## config.mk

```make
export PLATFORM = sky130hd
export DESIGN_NAME = ssc_controller
export DESIGN_NICKNAME = d
export VERILOG_FILES = /design/src/rtl/ssc_controller.sv
export SDC_FILE = /design/constraint.sdc
export NUM_CORES = 1
export LEC_CHECK = 0
export BUFFER_PORTS_ARGS = -buffer_cell sky130_fd_sc_hd__buf_2
export CAP_MARGIN = 20
export CORE_AREA = 3 3 67 69
export CTS_CLUSTER_SIZE = 8
export DETAILED_ROUTE_END_ITERATION = 12
export DIE_AREA = 0 0 70 72
export SLEW_MARGIN = 20
export SYNTH_ARGS = -nofsm -noshare
export SYNTH_HDL_FRONTEND = slang
export SYNTH_SLANG_ARGS = --single-unit
```

## constraint.sdc

```tcl
create_clock -name clk -period 4 [get_ports clk]
set_clock_uncertainty 0.1 [all_clocks]
set_input_delay 0.2 -clock clk [delete_from_list [all_inputs] [get_ports clk]]
set_output_delay 0.2 -clock clk [all_outputs]
set_load 0.1 [all_outputs]
```

## src/rtl/ssc_controller.sv

```systemverilog
`default_nettype none
// ============================================================================
// Module   : ssc_controller
// Purpose  : Sequencer for an in-place ascending selection sort over N words.
// Revision : 1.0
// ============================================================================
module ssc_controller #(
    parameter int N       = 8,
    parameter int AW      = 8,
    parameter int ACC_CYC = 3
) (
    input  logic          clk,
    input  logic          rst,
    input  logic          start,
    output logic          busy,
    output logic          done,
    output logic [AW-1:0] cnt1_out,
    output logic [AW-1:0] cnt2_out,
    output logic          load_temp,
    output logic          sel_mux,
    output logic [1:0]    Sel_AMux,
    output logic          Sel_DMux,
    output logic          Load_min,
    output logic          mem_we
);

    localparam int SW = $clog2(ACC_CYC);

    localparam logic [SW-1:0] c_step_last = SW'(ACC_CYC - 1);
    localparam logic [SW-1:0] c_step_pre  = SW'(ACC_CYC - 2);
    localparam logic [AW-1:0] c_last_j    = AW'(N - 1);
    localparam logic [AW-1:0] c_last_i    = AW'((N > 1) ? (N - 2) : 0);

    typedef enum logic [2:0] {
        S_IDLE   = 3'd0,
        S_LOAD_I = 3'd1,
        S_SCAN   = 3'd2,
        S_WR_MIN = 3'd3,
        S_WR_I   = 3'd4,
        S_DONE   = 3'd5
    } state_t;

    state_t          r_state;
    logic [SW-1:0]   r_step;
    logic [AW-1:0]   r_cnt1;
    logic [AW-1:0]   r_cnt2;
    logic            r_busy;
    logic            r_done;
    logic            r_load_temp;
    logic            r_sel_mux;
    logic [1:0]      r_sel_amux;
    logic            r_sel_dmux;
    logic            r_load_min;
    logic            r_mem_we;

    logic            w_last;
    logic            w_pre;
    logic [SW-1:0]   w_step_inc;

    assign w_last     = (r_step == c_step_last);
    assign w_pre      = (r_step == c_step_pre);
    assign w_step_inc = r_step + SW'(1);

    // Outputs are registered alongside the state; strobes are raised one
    // cycle early (step ACC_CYC-2) so they are visible on the last step.
    always_ff @(posedge clk) begin
        if (rst) begin
            r_state     <= S_IDLE;
            r_step      <= '0;
            r_cnt1      <= '0;
            r_cnt2      <= '0;
            r_busy      <= 1'b0;
            r_done      <= 1'b0;
            r_load_temp <= 1'b0;
            r_sel_mux   <= 1'b0;
            r_sel_amux  <= 2'b00;
            r_sel_dmux  <= 1'b0;
            r_load_min  <= 1'b0;
            r_mem_we    <= 1'b0;
        end else begin
            r_done      <= 1'b0;
            r_load_temp <= 1'b0;
            r_load_min  <= 1'b0;
            r_mem_we    <= 1'b0;
            case (r_state)
                S_IDLE: begin
                    r_step <= '0;
                    if (start) begin
                        if (N == 1) begin
                            r_state <= S_DONE;
                            r_done  <= 1'b1;
                        end else begin
                            r_state    <= S_LOAD_I;
                            r_cnt1     <= '0;
                            r_cnt2     <= AW'(1);
                            r_busy     <= 1'b1;
                            r_sel_mux  <= 1'b0;
                            r_sel_amux <= 2'b00;
                            r_sel_dmux <= 1'b0;
                        end
                    end
                end
                S_LOAD_I: begin
                    if (w_last) begin
                        r_state    <= S_SCAN;
                        r_step     <= '0;
                        r_sel_mux  <= 1'b1;
                        r_sel_amux <= 2'b01;
                    end else begin
                        r_step      <= w_step_inc;
                        r_load_min  <= w_pre;
                        r_load_temp <= w_pre;
                    end
                end
                S_SCAN: begin
                    if (w_last) begin
                        r_step <= '0;
                        if (r_cnt2 == c_last_j) begin
                            r_state    <= S_WR_MIN;
                            r_sel_mux  <= 1'b0;
                            r_sel_amux <= 2'b10;
                            r_sel_dmux <= 1'b1;
                        end else begin
                            r_cnt2 <= r_cnt2 + AW'(1);
                        end
                    end else begin
                        r_step <= w_step_inc;
                    end
                end
                S_WR_MIN: begin
                    if (w_last) begin
                        r_state    <= S_WR_I;
                        r_step     <= '0;
                        r_sel_amux <= 2'b00;
                        r_sel_dmux <= 1'b0;
                    end else begin
                        r_step   <= w_step_inc;
                        r_mem_we <= w_pre;
                    end
                end
                S_WR_I: begin
                    if (w_last) begin
                        r_step <= '0;
                        if (r_cnt1 == c_last_i) begin
                            r_state    <= S_DONE;
                            r_busy     <= 1'b0;
                            r_done     <= 1'b1;
                            r_sel_mux  <= 1'b0;
                            r_sel_amux <= 2'b00;
                            r_sel_dmux <= 1'b0;
                        end else begin
                            r_state    <= S_LOAD_I;
                            r_cnt1     <= r_cnt1 + AW'(1);
                            r_cnt2     <= r_cnt1 + AW'(2);
                            r_sel_mux  <= 1'b0;
                            r_sel_amux <= 2'b00;
                            r_sel_dmux <= 1'b0;
                        end
                    end else begin
                        r_step   <= w_step_inc;
                        r_mem_we <= w_pre;
                    end
                end
                S_DONE: begin
                    r_state <= S_IDLE;
                    r_step  <= '0;
                end
                default: begin
                    r_state <= S_IDLE;
                    r_step  <= '0;
                    r_busy  <= 1'b0;
                end
            endcase
        end
    end

    assign busy      = r_busy;
    assign done      = r_done;
    assign cnt1_out  = r_cnt1;
    assign cnt2_out  = r_cnt2;
    assign load_temp = r_load_temp;
    assign sel_mux   = r_sel_mux;
    assign Sel_AMux  = r_sel_amux;
    assign Sel_DMux  = r_sel_dmux;
    assign Load_min  = r_load_min;
    assign mem_we    = r_mem_we;

endmodule
`default_nettype wire

```

## After elaboration in Yosys (flattened, before gate mapping)

Index checks and enable logic that the tools add are counted.

| storage, ports and cells | value |
|---|---|
| register bits after elaboration | 29 |
| bits in latches | 0 |
| bits in writable memories | 0 |
| bits in read-only memories | 0 |
| bits of input ports | 3 |
| word-level logic and storage cells | 99 |
| memories kept | 0 |

| cells by class | value |
|---|---|
| $add $sub $neg | 4 |
| multiply operators | 0 |
| div/mod/pow operators | 0 |
| $lt $le $gt $ge | 0 |
| equality and inequality tests | 19 |
| shift operators | 0 |
| muxes and demuxes | 39 |
| bitwise logic cells | 6 |
| reduce and logical (&&, ||, !) cells | 20 |

Operators with widths:

| operator | number |
|---|---|
| 8-bit two-way mux | 8 |
| 8-bit case mux with 3 select lines | 1 |
| 6-bit AND reduction | 4 |
| 3-bit two-way mux | 7 |
| 2-bit inequality test, second input constant | 9 |
| 8-bit by 1-bit adder with 8-bit output, second input constant | 2 |
| 8-bit by 3-bit equality test with 1-bit output, second input constant | 2 |
| 8-bit case mux with 2 select lines | 1 |
| 3-bit case mux with 5 select lines | 1 |
| 1-bit two-way mux | 12 |
| 2-bit two-way mux | 5 |
| 8-bit by 2-bit adder with 8-bit output, second input constant | 1 |
| 2-bit case mux with 4 select lines | 1 |
| 4-bit AND reduction | 2 |
| 4-bit nonzero test | 2 |
| 4-bit OR reduction | 2 |
| 3-bit by 2-bit equality test with 1-bit output, second input constant | 2 |
| 3-bit equality test, second input constant | 2 |
| 1-bit NOT | 6 |
| 1-bit case mux with 3 select lines | 2 |
| 3-bit nonzero test | 2 |
| 2-bit OR reduction | 3 |
| 3-bit OR reduction | 2 |
| 5-bit AND reduction | 1 |
| 8 further kinds | 8 |

## Depth between registers and ports, before layout

| depth | value |
|---|---|
| word-level depth | 4 |
| gate-level depth with buffers | 8 |
| mapped depth without buffers | 7 |

## Worst setup path before layout

No wires, ideal clock.

| timing | value |
|---|---|
| path type | reg-to-reg |
| start point | register r_cnt1[0], in the netlist cnt1_out[0] |
| end point | register r_cnt1[6], in the netlist cnt1_out[6] |
| setup time | 122 ps |
| data arrival time | 2,481 ps |
| setup slack | 1,297 ps |
| cell stages (with the launch flop) | 8 |
| path buffers | 0 |
| cells stage by stage | dfxtp_1 > inv_1 > ha_1 > or4b_4 > o211ai_1 > a2111oi_2 > nand3_1 > mux2i_1 |

| between the ends | value |
|---|---|
| longest elaborated chain between the ends | 4 |
| elaborated cells between the ends (all ways) | 7 |

RTL lines:

| element | line | text |
|---|---|---|
| start: declaration | 45 | `logic [AW-1:0] r_cnt1;` |
| start signal: assignment | 153 | `r_cnt1 <= r_cnt1 + AW'(1);` |
| 8-bit by 1-bit adder with 8-bit output | 153 |  |
| 8-bit two-way mux | 144 | `if (r_cnt1 == c_last_i) begin` |
| 8-bit two-way mux | 142 | `if (w_last) begin` |
| 8-bit case mux with 2 select lines | 85 | `case (r_state)` |

Parallel ways exist; a longest one is shown, timed or not. The select of a mux whose other input is x is not followed.
A chain may end at the register's enable or synchronous reset.

## Final worst setup path

| timing | value |
|---|---|
| start point | register r_state[2] |
| end point | register r_cnt2[1], in the netlist cnt2_out[1] |

| between the ends | value |
|---|---|
| longest elaborated chain between the ends | 3 |
| elaborated cells between the ends (all ways) | 11 |

RTL lines:

| element | line | text |
|---|---|---|
| start: declaration | 43 | `state_t r_state;` |
| start signal: assignment | 68 | `r_state <= S_IDLE;` |
| start signal: assignment | 90 | `r_state <= S_DONE;` |
| start signal: assignment | 93 | `r_state <= S_LOAD_I;` |
| 3-bit by 2-bit equality test with 1-bit output (tied with other cells) | 85 |  |
| 2-bit inequality test (no source line) or 3-bit nonzero test (tied branches) | -- |  |
| 6-bit AND reduction (no source line) | -- |  |
| end signal: assignment | 124 | `r_cnt2 <= r_cnt2 + AW'(1);` |
| end signal: assignment | 154 | `r_cnt2 <= r_cnt1 + AW'(2);` |
| end: declaration | 46 | `logic [AW-1:0] r_cnt2;` |

Parallel ways exist; a longest one is shown, timed or not.

==> metrics <==
Levels on crit path 5; Tot GR Track Use 17.0%; die height 72 um; number of remaining DRC errors 0; Yosys top cell by area dfxtp_1; top post-synthesis cells by area dfxtp_1 (33%), nor2_1 (5.0%), ha_1 (4.3%); final number of setup-violating endpoints 0; # hold bufs at CTS 0; commonest non-fill, non-tap cells in the layout dfxtp_1 (29), buf_2 (27), nor2_1 (23), nand2_1 (15), a21oi_1 (14); RSZ-0062 raised after global routing false; Reg-to-Reg Start r_state[2]$_SDFFE_PP0P_; TritonCTS Buffers 5; Slew Viols, Final 0; wire length per cell 14.6 um; Root Driver clkbuf_8; DRT iter0 DRCs 138; FFs w/ async S/R, synth 0%; largest buffer count on any clock path 2; Static Leak 0.792 nW; Avg Vias per Cell 5.51; fin crit period 2.60 ns; worst slew pin tran 0.700 ns; maximum clock frequency 0.385 GHz; # rows 23; Max IR drop VDD 0.000216 V; CTS tree yes; Fillers 385; largest net degree at the start of global routing 20; later-pin clock latency in the skew report 0.29 ns; yosys warns 0; Hold Crit Class in -> reg; max-capacitance violation count 0; Worst Hold Launch rst; Placed Area 1860 um^2; diode count 0; DP Wirelength 2800 um; number of global-route vias before repair 1366; top_reg_cell synth dfxtp_1; Mapped Nets 213; antenna viol nets, final 0; final worst-path setup slack 1.40 ns; Layout Cells excl Fill 274; Bufs and invs on worst path 0; total grt overflow 0; crit share post-route 64.9%; worst hold slack 0.215 ns; Design Power 1.21 mW; DRT Wirelength 4010 um; Via Count 1510; status complete, no violations; Pre-Repair DR Iteration Count 4; Worst slew margin 53.1%; Synth Instances 204; worst stage delay on the critical path 0.69 ns; Syn Area/Cell 8.52 um^2; initial antenna violation count 0; die area 5040 um^2; Reg2Reg Depth 5; Register Area 581 um^2; Max H-tree Level 2; Setup Total Neg Slack 0 ns; die width 70 um; reg2reg setup slack 1.40 ns; CP Launch Type register; Crit. Startpoint r_state[2]$_SDFFE_PP0P_; CP top delay family compound AO/OA/AOI/OAI gates; CP endpoint kind register; Layout Utilization 48.9%; Arrival @ worst endpoint 2.70 ns; first-pass GRT wire length 6710 um; crit path to cnt2_out[1]$_SDFFE_PP0P_; CP max-delay cell nor3b_2; CP Cell Sequence nor3b_2 -> o211ai_2 -> a22oi_1 -> nor2_1 -> a211oi_1; final hold violation count 0; Layout area overhead 11.7%; Crit Reg-Reg Endpoint cnt2_out[1]$_SDFFE_PP0P_; post-cts sizing count 0; register area share after synthesis 33.4%; Synth Cell Area 1740 um^2; I/O Pins 28; Crit path required time 4.11 ns; dpl cells 267; fin nets 233; Post-synth EDFFs 0; Multi-input gate area 1050 um^2; initial core utilization 43.8%; CP Max Fanout 18; CTS clk-pin slew, worst paths 0.06 ns; CORE AREA 3970 um^2; Pwr per Cell Area 624 nW/um^2; post-route cell area 1940 um^2; pre-CTS setup slack 1.46 ns; # Post-CTS Setup Buffers 0; top-area cell type share of the netlist area 33.4%; Yosys cell types 56; proportion of layout cells with a drive suffix above 1 21.9%; most common library cell in the layout ignoring fill and taps dfxtp_1; #FFs+latches synth 29; Setup CP Type reg -> reg; GPL Wtd Cong 0.856; PortBufs 27; Clock Sinks 29
-- logic make-up (layout without fill, tap and decap cells) --
kind of cell             after synthesis  in the layout  share of synthesized area (%)
AND/OR/NAND/NOR                       81             81                           25.6
AO/OA/AOI/OAI                         52             52                           22.8
flip-flops                            29             29                           33.4
buffers and inverters                 21             41                           6.12
XOR/XNOR                              12             12                           6.05
adder cells (fa/ha/maj)                6              6                           4.32
multiplexers                           3              3                           1.73
-- routing by layer --
layer | vias up | wire [um] | global-route usage (%)
li1 | 769 | - | -
met1 | 694 | 1970 | 23.8
met2 | 39 | 1720 | 24.3
met3 | 8 | 243 | 3.46
met4 | 0 | 77 | 9.57
met5 | - | 0 | 0
-- worst min path at each step --
| stage | endpoint | cells after the start |
|---|---|---|
| 3_5_place_dp | r_step[0]$_SDFF_PP0_ | 1 |
| 5_1_grt | busy$_SDFFE_PP0P_ | 2 |
| 6_report | busy$_SDFFE_PP0P_ | 2 |
| 2_1_floorplan | r_step[0]$_SDFF_PP0_ | 1 |
| 4_1_cts | busy$_SDFFE_PP0P_ | 2 |
| 3_3_place_gp | r_step[0]$_SDFF_PP0_ | 1 |
-- cell usage after synthesis (2+ instances only) --
library cell	instances
o22ai_1	2
buf_4	4
o32ai_1	2
inv_1	7
nand2_1	15
nor3_2	2
o211ai_2	2
o21ai_0	5
xor2_1	6
and2_1	5
a221oi_1	3
mux2i_1	3
a21oi_1	14
nand3_1	8
dfxtp_1	29
nor2_1	23
nor3_1	4
xnor2_1	6
buf_2	4
o21ai_1	4
o211ai_1	2
clkbuf_1	5
a211oi_1	2
or3_1	3
nor3b_1	2
ha_1	6
nand2b_1	2
and4_1	2
nor2b_1	4
nor4_1	2
-- state kept, by name, indices dropped and copies added (netlist names) --
name	cells
Load_min	1
Sel_AMux	2
Sel_DMux	1
busy	1
cnt1_out	8
cnt2_out	8
done	1
mem_we	1
r_state	3
r_step	2
sel_mux	1
-- power breakdown --
group | internal (mW) | switching, mW
clock | 0.136 | 0.111
combinational | 0.158 | 0.400
sequential | 0.332 | 0.0746
total | 0.627 | 0.585
-- final cells by class --
class / count / area share (%)
clock buffers: 7 / 4.45
inverters: 7 / 1.35
multi-input cells: 154 / 54.1
flip-flops and latches: 29 / 29.9
well taps: 50 / 3.22
repair buffers: 27 / 6.96
-- worst register-to-register path, stage by stage, from the launching register on --
cell	delay [ns]
dfxtp_1	0.66
nor3b_2	0.69
o211ai_2	0.20
a22oi_1	0.58
nor2_1	0.08
a211oi_1	0.21
Power figures use the tool's default switching activity.
